File: config.mk
export PLATFORM = sky130hd
export DESIGN_NAME = handshake_vnr1
export DESIGN_NICKNAME = d
export VERILOG_FILES = /design/src/rtl/handshake_pkg.sv /design/src/rtl/handshake_stage.sv /design/src/rtl/handshake_vnr1.sv
export SDC_FILE = /design/constraint.sdc
export NUM_CORES = 1
export LEC_CHECK = 0
export ABC_AREA = 0
export ABC_CLOCK_PERIOD_IN_PS = 1700
export CAP_MARGIN = 0
export CORE_MARGIN = 3
export CORE_UTILIZATION = 42
export DETAILED_ROUTE_END_ITERATION = 8
export PLACE_DENSITY = 0.64
export SLEW_MARGIN = 20
export SYNTH_ARGS = -nofsm -noshare
export SYNTH_HDL_FRONTEND = slang
export SYNTH_SLANG_ARGS = --single-unit
File: constraint.sdc
create_clock -name clock -period 1.7 [get_ports clock]
set_clock_uncertainty 0.15 [all_clocks]
set_input_delay 0.34 -clock clock [delete_from_list [all_inputs] [get_ports clock]]
set_output_delay 0.34 -clock clock [all_outputs]
set_load 0.02 [all_outputs]
File: src/rtl/handshake_pkg.sv
// Shared definitions for the handshake_vnr1 register-sliced valid/ready pipeline.
package handshake_pkg;

  localparam int DEFAULT_VALUE_BITS = 8;
  localparam int DEFAULT_DEPTH      = 2;

  // Encoding of {input transfer, output transfer} used by the occupancy counter.
  typedef enum logic [1:0] {
    XFER_NONE = 2'b00,
    XFER_OUT  = 2'b01,
    XFER_IN   = 2'b10,
    XFER_BOTH = 2'b11
  } xfer_e;

  // Width needed to represent an occupancy of 0..depth+1.
  function automatic int count_bits(input int depth);
    return $clog2(depth + 2);
  endfunction

endpackage

File: src/rtl/handshake_stage.sv
// One forward-registered valid/ready stage; ready is combinational so bubbles
// collapse within a single cycle.
module handshake_stage #(
  parameter int VALUE_BITS = 8
) (
  input  logic                  clock,
  input  logic                  reset_n,
  input  logic                  up_valid,
  input  logic [VALUE_BITS-1:0] up_value,
  output logic                  up_ready,
  output logic                  dn_valid,
  output logic [VALUE_BITS-1:0] dn_value,
  input  logic                  dn_ready
);

  assign up_ready = ~dn_valid | dn_ready;

  // Load when empty or draining; payload only moves with a valid word.
  always_ff @(posedge clock or negedge reset_n) begin
    if (!reset_n) begin
      dn_valid <= 1'b0;
      dn_value <= '0;
    end else if (up_ready) begin
      dn_valid <= up_valid;
      if (up_valid) begin
        dn_value <= up_value;
      end
    end
  end

endmodule

File: src/rtl/handshake_vnr1.sv
// DEPTH forward-registered stages fronted by a one-entry skid buffer, so both
// the downstream outputs and o_ready come straight from flops.
// Optional feature: define HANDSHAKE_VNR1_COUNT_EN to add the o_count
// occupancy port and its up/down counter.
module handshake_vnr1
  import handshake_pkg::*;
#(
  parameter int VALUE_BITS = DEFAULT_VALUE_BITS,
  parameter int DEPTH      = DEFAULT_DEPTH
) (
  input  logic                  clock,
  input  logic                  reset_n,
  input  logic [VALUE_BITS-1:0] i_value,
  input  logic                  i_valid,
  output logic                  o_ready,
  output logic [VALUE_BITS-1:0] o_value,
  output logic                  o_valid,
  input  logic                  i_ready
`ifdef HANDSHAKE_VNR1_COUNT_EN
  ,
  output logic [count_bits(DEPTH)-1:0] o_count
`endif
);

  if (DEPTH < 1) begin : g_bad_depth
    $error("handshake_vnr1: DEPTH must be >= 1");
  end
  if (VALUE_BITS < 1) begin : g_bad_width
    $error("handshake_vnr1: VALUE_BITS must be >= 1");
  end

  logic                  in_xfer;
  logic                  out_xfer;
  logic                  rdy0;
  logic                  skid_valid;
  logic                  skid_valid_next;
  logic                  skid_load;
  logic [VALUE_BITS-1:0] skid_value;
  logic [DEPTH:0]        valid_chain;
  logic [VALUE_BITS-1:0] value_chain [DEPTH+1];

  assign in_xfer  = i_valid & o_ready;
  assign out_xfer = o_valid & i_ready;

  // Stage 0 is fed from the skid entry first, otherwise from the live input.
  assign valid_chain[0] = skid_valid | in_xfer;
  assign value_chain[0] = skid_valid ? skid_value : i_value;

  for (genvar k = 0; k < DEPTH; k++) begin : g_stage
    logic up_rdy;
    logic dn_rdy;

    if (k == DEPTH - 1) begin : g_last
      assign dn_rdy = i_ready;
    end else begin : g_mid
      assign dn_rdy = g_stage[k+1].up_rdy;
    end

    handshake_stage #(
      .VALUE_BITS(VALUE_BITS)
    ) u_stage (
      .clock   (clock),
      .reset_n (reset_n),
      .up_valid(valid_chain[k]),
      .up_value(value_chain[k]),
      .up_ready(up_rdy),
      .dn_valid(valid_chain[k+1]),
      .dn_value(value_chain[k+1]),
      .dn_ready(dn_rdy)
    );
  end

  assign rdy0    = g_stage[0].up_rdy;
  assign o_valid = valid_chain[DEPTH];
  assign o_value = value_chain[DEPTH];

  // Skid fills when a word arrives that stage 0 cannot take, empties once it can.
  always_comb begin
    skid_valid_next = skid_valid;
    skid_load       = 1'b0;
    if (skid_valid) begin
      if (rdy0) begin
        skid_valid_next = 1'b0;
      end
    end else if (in_xfer && !rdy0) begin
      skid_valid_next = 1'b1;
      skid_load       = 1'b1;
    end
  end

  // Skid storage and the registered upstream ready derived from its next state.
  always_ff @(posedge clock or negedge reset_n) begin
    if (!reset_n) begin
      skid_valid <= 1'b0;
      skid_value <= '0;
      o_ready    <= 1'b0;
    end else begin
      skid_valid <= skid_valid_next;
      if (skid_load) begin
        skid_value <= i_value;
      end
      o_ready <= ~skid_valid_next;
    end
  end

`ifdef HANDSHAKE_VNR1_COUNT_EN
  localparam int CW = count_bits(DEPTH);

  logic [CW-1:0] count_q;
  xfer_e         xfer;

  assign xfer    = xfer_e'({in_xfer, out_xfer});
  assign o_count = count_q;

  // Occupancy over stages plus skid; simultaneous in/out leaves it unchanged.
  always_ff @(posedge clock or negedge reset_n) begin
    if (!reset_n) begin
      count_q <= '0;
    end else begin
      case (xfer)
        XFER_IN:  count_q <= count_q + 1'b1;
        XFER_OUT: count_q <= count_q - 1'b1;
        default:  count_q <= count_q;
      endcase
    end
  end

  a_count_matches : assert property (@(posedge clock) disable iff (!reset_n)
    count_q == CW'($countones(valid_chain[DEPTH:1]) + int'(skid_valid)));

  a_count_range : assert property (@(posedge clock) disable iff (!reset_n)
    count_q <= CW'(DEPTH + 1));
`endif

endmodule

==> run summary <==
outcome: finished, final reports clean
core area: 2570 um2
DRC Markers: 0
Avg Inst Size Synth: 16.2 um2
H-tree Lvls: 1
initial detailed-routing violation count: 13
commonest non-fill, non-tap cell in the layout: dfrtp_1
IO Pins: 22
global route overflow: 0
Synth area leaders: dfrtp_1, mux2_2, mux2_4, nor3_4, nand2b_1
Post-DP HPWL: 1.52 mm
crit-path max FO: 5
area grow syn2layout: 31.1%
Starting Density: 0.460
die area: 3480 um2
met2 routed WL: 954 um
Sink Count: 28
Worst-path clk slew: 0.15 ns
worst skew pair latency: 0.32 ns
cell accounting for the most synthesized area: dfrtp_1
Tmin final: 1.59 ns
DRT Pass-1 Iters: 2
largest net degree at the start of global routing: 29
placed cell area: 1510 um2
Die Ht: 59 um
Synth top area share: 0.594
Num CTS Buffers: 3
Ys Warns: 0
antenna cells: 0
Final period util: 0.933
Cells after Synth: 73
worst setup margin: 0.114 ns
Fin. Hold Viols: 0
vias in the first global route: 760
FMAX: 630 MHz
critical path arrival: 1.65 ns
WL met3: 95 um
DR top layer: met4
CP Launch Type: input port
Hold Crit Class: input port to async pin
maximum vdd drop: 0.753 mV
number of max-cap violations: 0
measured slew at the worst slew-check pin: 0.363 ns
Metal-1 WL: 986 um
Via-to-Cell Ratio: 4.91
# port buffers: 21
gpl congestion: 0.693
Slew HR: 0.758
setup bufs post-CTS: 0
type of the worst setup path: input port to flip-flop
PwrDens: 1470 nW/um2
syn nets: 85
Tot Pwr: 2.27 mW
wire per inst: 15.0 um
Layout Nets: 120
setup TNS: 0 ns
Total GRT Usage: 0.138
Cell Area, Synth: 1180 um2
Crit. End Element: flip-flop
clk root buf: clkbuf_4
vias: 673
total wire length: 2.06 mm
unrepaired setup endpoints after global routing: false
Layout Cell Area excl Fill: 1550 um2
Unique masters post-synth: 13
proportion of layout cells with a drive suffix above 1: 0.467
CTS tree: yes
ANT nets after route: 0
first-pass GRT wire length: 3.60 mm
FP Rows: 18
fill cell count: 227
chip width: 59 um
final setup vio count: 0
Seq/Total Area, Yosys: 0.594
number of synthesized register bits: 28
Critical Path RT: 1.77 ns
initial antenna violation count: 0
Place WS: -0.251 ns
Leak: 0.697 nW
most frequent cells in the layout: dfrtp_1, mux2_2, clkdlybuf4s50_1
Final Max Slew Viols: 0
clk buf depth: 2
[kinds of logic after synthesis]
| kind of cell | count (synthesis) | share of synthesized area |
|---|---|---|
| compound gates | 1 | 0.00742 |
| mux | 32 | 0.331 |
| buf+inv | 3 | 0.0170 |
| simple gates | 9 | 0.0509 |
| flops | 28 | 0.594 |
[stage by stage]
stage	util	cells	hold slack (ns)
5_1_grt	0.602	137	0.221
6_report	0.602	137	0.225
3_5_place_dp	0.587	133	0.341
3_3_place_gp	0.587	133	0.322
4_1_cts	0.602	137	0.225
2_1_floorplan	-	73	-0.106
[state kept, by name (all words and copies together) (netlist names)]
register                  count
o_ready                       1
skid_value                    8
g_stage.u_stage.dn_value     16
g_stage.u_stage.dn_valid      2
skid_valid                    1
[worst max-delay path, cell delays in order]
cell and delay (ns):
clkdlybuf4s50_1 0.46, nand3b_1 0.18, nor2b_1 0.19, buf_4 0.18
mux2_4 0.30
[timing repair]
action | in CTS | in global routing
setup endpoints to repair | 10 | 0
resized for setup | 10 | 0
hold buffers | 0 | 0
[report_power, final]
part | internal, mW | switching [mW]
Sequential | 0.927 | 0.130
Combinational | 0.459 | 0.328
Clock | 0.238 | 0.190
[per-layer routing]
metal | vias up | global-route usage
li1 | 327 | -
met1 | 330 | 0.190
met2 | 14 | 0.222
met3 | 2 | 0.0283
met4 | 0 | 0.0388
met5 | - | 0
[worst paths after layout]
kind / start / endpoint / cells after the start / slack, ns
max: i_ready / g_stage[0].u_stage.dn_value[4]$_DFFE_PN0P_ / 5 / 0.11
min: reset_n / g_stage[0].u_stage.dn_value[3]$_DFFE_PN0P_ / 2 / 0.23
max reg2reg: skid_valid$_DFF_PN0_ / g_stage[0].u_stage.dn_value[4]$_DFFE_PN0P_ / 3 / 0.17
min reg2reg: g_stage[0].u_stage.dn_value[7]$_DFFE_PN0P_ / g_stage[1].u_stage.dn_value[7]$_DFFE_PN0P_ / 1 / 0.37
max in group asynchronous: reset_n / o_ready$_DFF_PN0_ / 2 / 0.91
min in group clock: g_stage[0].u_stage.dn_value[7]$_DFFE_PN0P_ / g_stage[1].u_stage.dn_value[7]$_DFFE_PN0P_ / 1 / 0.37
[layout make-up]
type / count / area (um2) / area share
Timing Repair Buffer: 32 / 293 / 0.189
Tap cell: 30 / 37.5 / 0.0243
Clock inverter: 1 / 30.0 / 0.0194
Clock buffer: 3 / 22.5 / 0.0146
Sequential cell: 28 / 701 / 0.453
Multi-Input combinational cell: 42 / 459 / 0.297
Inverter: 1 / 3.75 / 0.00243
[synth_stat cells]
cell type,count
dfrtp_1,28
mux2_2,24
mux2_4,8
nand2_1,3
nand2b_1,2
a21oi_2,1
buf_2,1
buf_6,1
inv_1,1
nand3b_1,1
nor2b_1,1
nor3_4,1
or2_2,1
Note: power is estimated with default switching activity, not from simulation.
==> variant 1: new RTL, same settings <==
The package constant `DEFAULT_DEPTH` goes from 2 to 4.
--- a/src/rtl/handshake_pkg.sv
+++ b/src/rtl/handshake_pkg.sv
@@ -2,7 +2,7 @@
 package handshake_pkg;
 
   localparam int DEFAULT_VALUE_BITS = 8;
-  localparam int DEFAULT_DEPTH      = 2;
+  localparam int DEFAULT_DEPTH      = 4;
 
   // Encoding of {input transfer, output transfer} used by the occupancy counter.
   typedef enum logic [1:0] {
Function: changed (a bounded check fails within 4 cycles, from zero or initial values and one cycle with reset_n low).
==> variant 1 against the original RTL <==
Area after synthesis up 55%. Setup slack worse by 0.035 ns. Combinational power up 46%. Design area up 48%. Sequential cell count up 18. Wire length up 41%. Register-to-register slack worse by 0.07 ns. Total power up 66%.
==> variant 1: results <==
{
  "r2r-end": "g_stage[0].u_stage.dn_value[1]",
  "inv_count": 0,
  "hold_ws_ns": 0.3474,
  "h-tree-depth": 2,
  "use_met1": 0.1650,
  "first_global_vias": 1096,
  "detail_route.wl_per_cell_um": 14.52,
  "viasPerCell": 5.030,
  "cts_root_buf": "clkbuf_8",
  "synth_mux_area_frac": 0.2947,
  "reg_top3": "g_stage.u_stage.dn_value: 32 flops, skid_value: 8 flops, g_stage.u_stage.dn_valid: 4 flops",
  "rrSetupSlack_ns": 0.10,
  "multi_input_area_share": 0.2949,
  "drt_iter0_drc": 31,
  "clk_share": 0.04806,
  "multi_input_gates": 66,
  "outcome": "completed",
  "leakagePower_nw": 0.9707,
  "post-route-period-util": 0.9536,
  "yosysSeqAreaShare": 0.6276,
  "placedCellCount": 189,
  "syn_area_per_cell_um2": 16.23,
  "hold_buffers": 1,
  "setup.worst_path.end": "skid_value[5]",
  "m1WireLength_um": 1266,
  "drive_gt1_frac": 0.4631,
  "dpl_cell_area_um2": 2173,
  "wl_met3_um": 134,
  "cts_sinks": 46
}
variant 1: cell count changes after synthesis, sizes merged:
cell / before / now
mux2: 32 / 48
nand4b: 0 / 2
nor3: 1 / 0
and4b: 0 / 1
a21oi: 1 / 2
nor2b: 1 / 0
nand2b: 2 / 4
nand2: 3 / 5
buf: 2 / 1
nor2: 0 / 2
inv: 1 / 0
dfrtp: 28 / 46
variant 1: worst max-delay path: stages:
cell             delay (ns)
clkdlybuf4s50_1        0.50
nand4b_1               0.17
nor2_4                 0.26
mux2_2                 0.37
variant 1: where the power goes:
| part | switching [W] | leakage (nW) | total, W | internal, W |
|---|---|---|---|---|
| Clock | 0.000351 | 0.0514 | 0.000789 | 0.000438 |
| Combinational | 0.000454 | 0.382 | 0.00115 | 0.000696 |
| Sequential | 0.000244 | 0.537 | 0.00182 | 0.00158 |
| Total | 0.00105 | 0.971 | 0.00376 | 0.00271 |
==> variant 2: new RTL, same flow settings <==
Made on the original files. Add a define of `HANDSHAKE_VNR1_COUNT_EN`.
--- a/src/rtl/handshake_vnr1.sv
+++ b/src/rtl/handshake_vnr1.sv
@@ -2,6 +2,8 @@
 // the downstream outputs and o_ready come straight from flops.
 // Optional feature: define HANDSHAKE_VNR1_COUNT_EN to add the o_count
 // occupancy port and its up/down counter.
+`define HANDSHAKE_VNR1_COUNT_EN
+
 module handshake_vnr1
   import handshake_pkg::*;
 #(
Behaviour (old outputs only; new: o_count): unchanged (Yosys induction, for registers that start in step).
==> variant 2 against the original RTL <==
Combinational power rose by 14%. Design area grew 7.4%. Area after synthesis is 8.3% higher. Sequential cell count up 2. Total power rose by 9.5%. Worst hold slack lost 0.016 ns. Wire length rose by 6.6%. Setup slack lost 0.038 ns. Via count up 11%. Count of clock-buffer cells in the layout grew 4. Utilization shrank 1.5 points. Die area is 7.4% higher. Critical endpoint unchanged.
==> variant 2: results <==
{
  "worstMarginPinSlew_ns": 0.3628,
  "path_delay_family": "multiplexers",
  "cp_slowest_cell": "dfrtp_1",
  "finalNetCount": 131,
  "worstPathMaxFanout": 6,
  "fill_cells": 245,
  "first_global_vias": 773,
  "cts.clk_slew.worst_paths_ns": 0.09,
  "drive_gt1_frac": 0.4286,
  "internal_power_w": 0.001713,
  "clockNetworkPower_w": 0.000432,
  "grt_use_met3": 0.04612,
  "detail_route.wl_per_cell_um": 14.61,
  "post_cts_resized": 12,
  "switchingPower_w": 0.0007765,
  "m1WireLength_um": 982,
  "route.met2.wl_um": 1045,
  "hold_class": "input port to register",
  "synth_nets": 94,
  "cts_made_buffers": 5,
  "syn_area_per_cell_um2": 15.77,
  "dp_slack_ns": -0.2597,
  "outcome": "completed",
  "grt_usage": 0.1351,
  "critPathLaunch": "skid_valid",
  "wl_met3_um": 128,
  "io_buffer_count": 23,
  "synthTopCellsByCount": "dfrtp_1, mux2_2, mux2_4",
  "crit_path_max_incr_delay_ns": 0.55,
  "post-route-period-util": 0.9558,
  "ys_types": 18,
  "p_comb_frac": 0.361,
  "grt_util_met2": 0.2069,
  "use_met1": 0.1714,
  "grt_pass1_wl_um": 3532
}
==> variant 2: cell count changes after synthesis, sizes merged <==
cell   change
nor2       +1
dfrtp      +2
and2       +1
xnor2      +2
ha         +1
xor2       +1
==> variant 2: area by class of cell <==
| class | count | area, um^2 | share of cell area |
|---|---|---|---|
| Clock buffer | 7 | 55.05 | 0.03313 |
| Clock inverter | 1 | 5.005 | 0.003012 |
| Inverter | 1 | 3.754 | 0.002259 |
| Multi-Input combinational cell | 48 | 506.7 | 0.3050 |
| Sequential cell | 30 | 750.7 | 0.4518 |
| Tap cell | 31 | 38.79 | 0.02334 |
| Timing Repair Buffer | 32 | 301.5 | 0.1815 |
==> variant 2: logic make-up after synthesis <==
group,synth area share
AOI/OAI and AO/OA,0.003914
muxes,0.3056
buffers and inverters,0.01763
DFF,0.5877
and+or+nand+nor,0.05486
xor gates and xnor gates,0.02057
adders and majority gates,0.009793
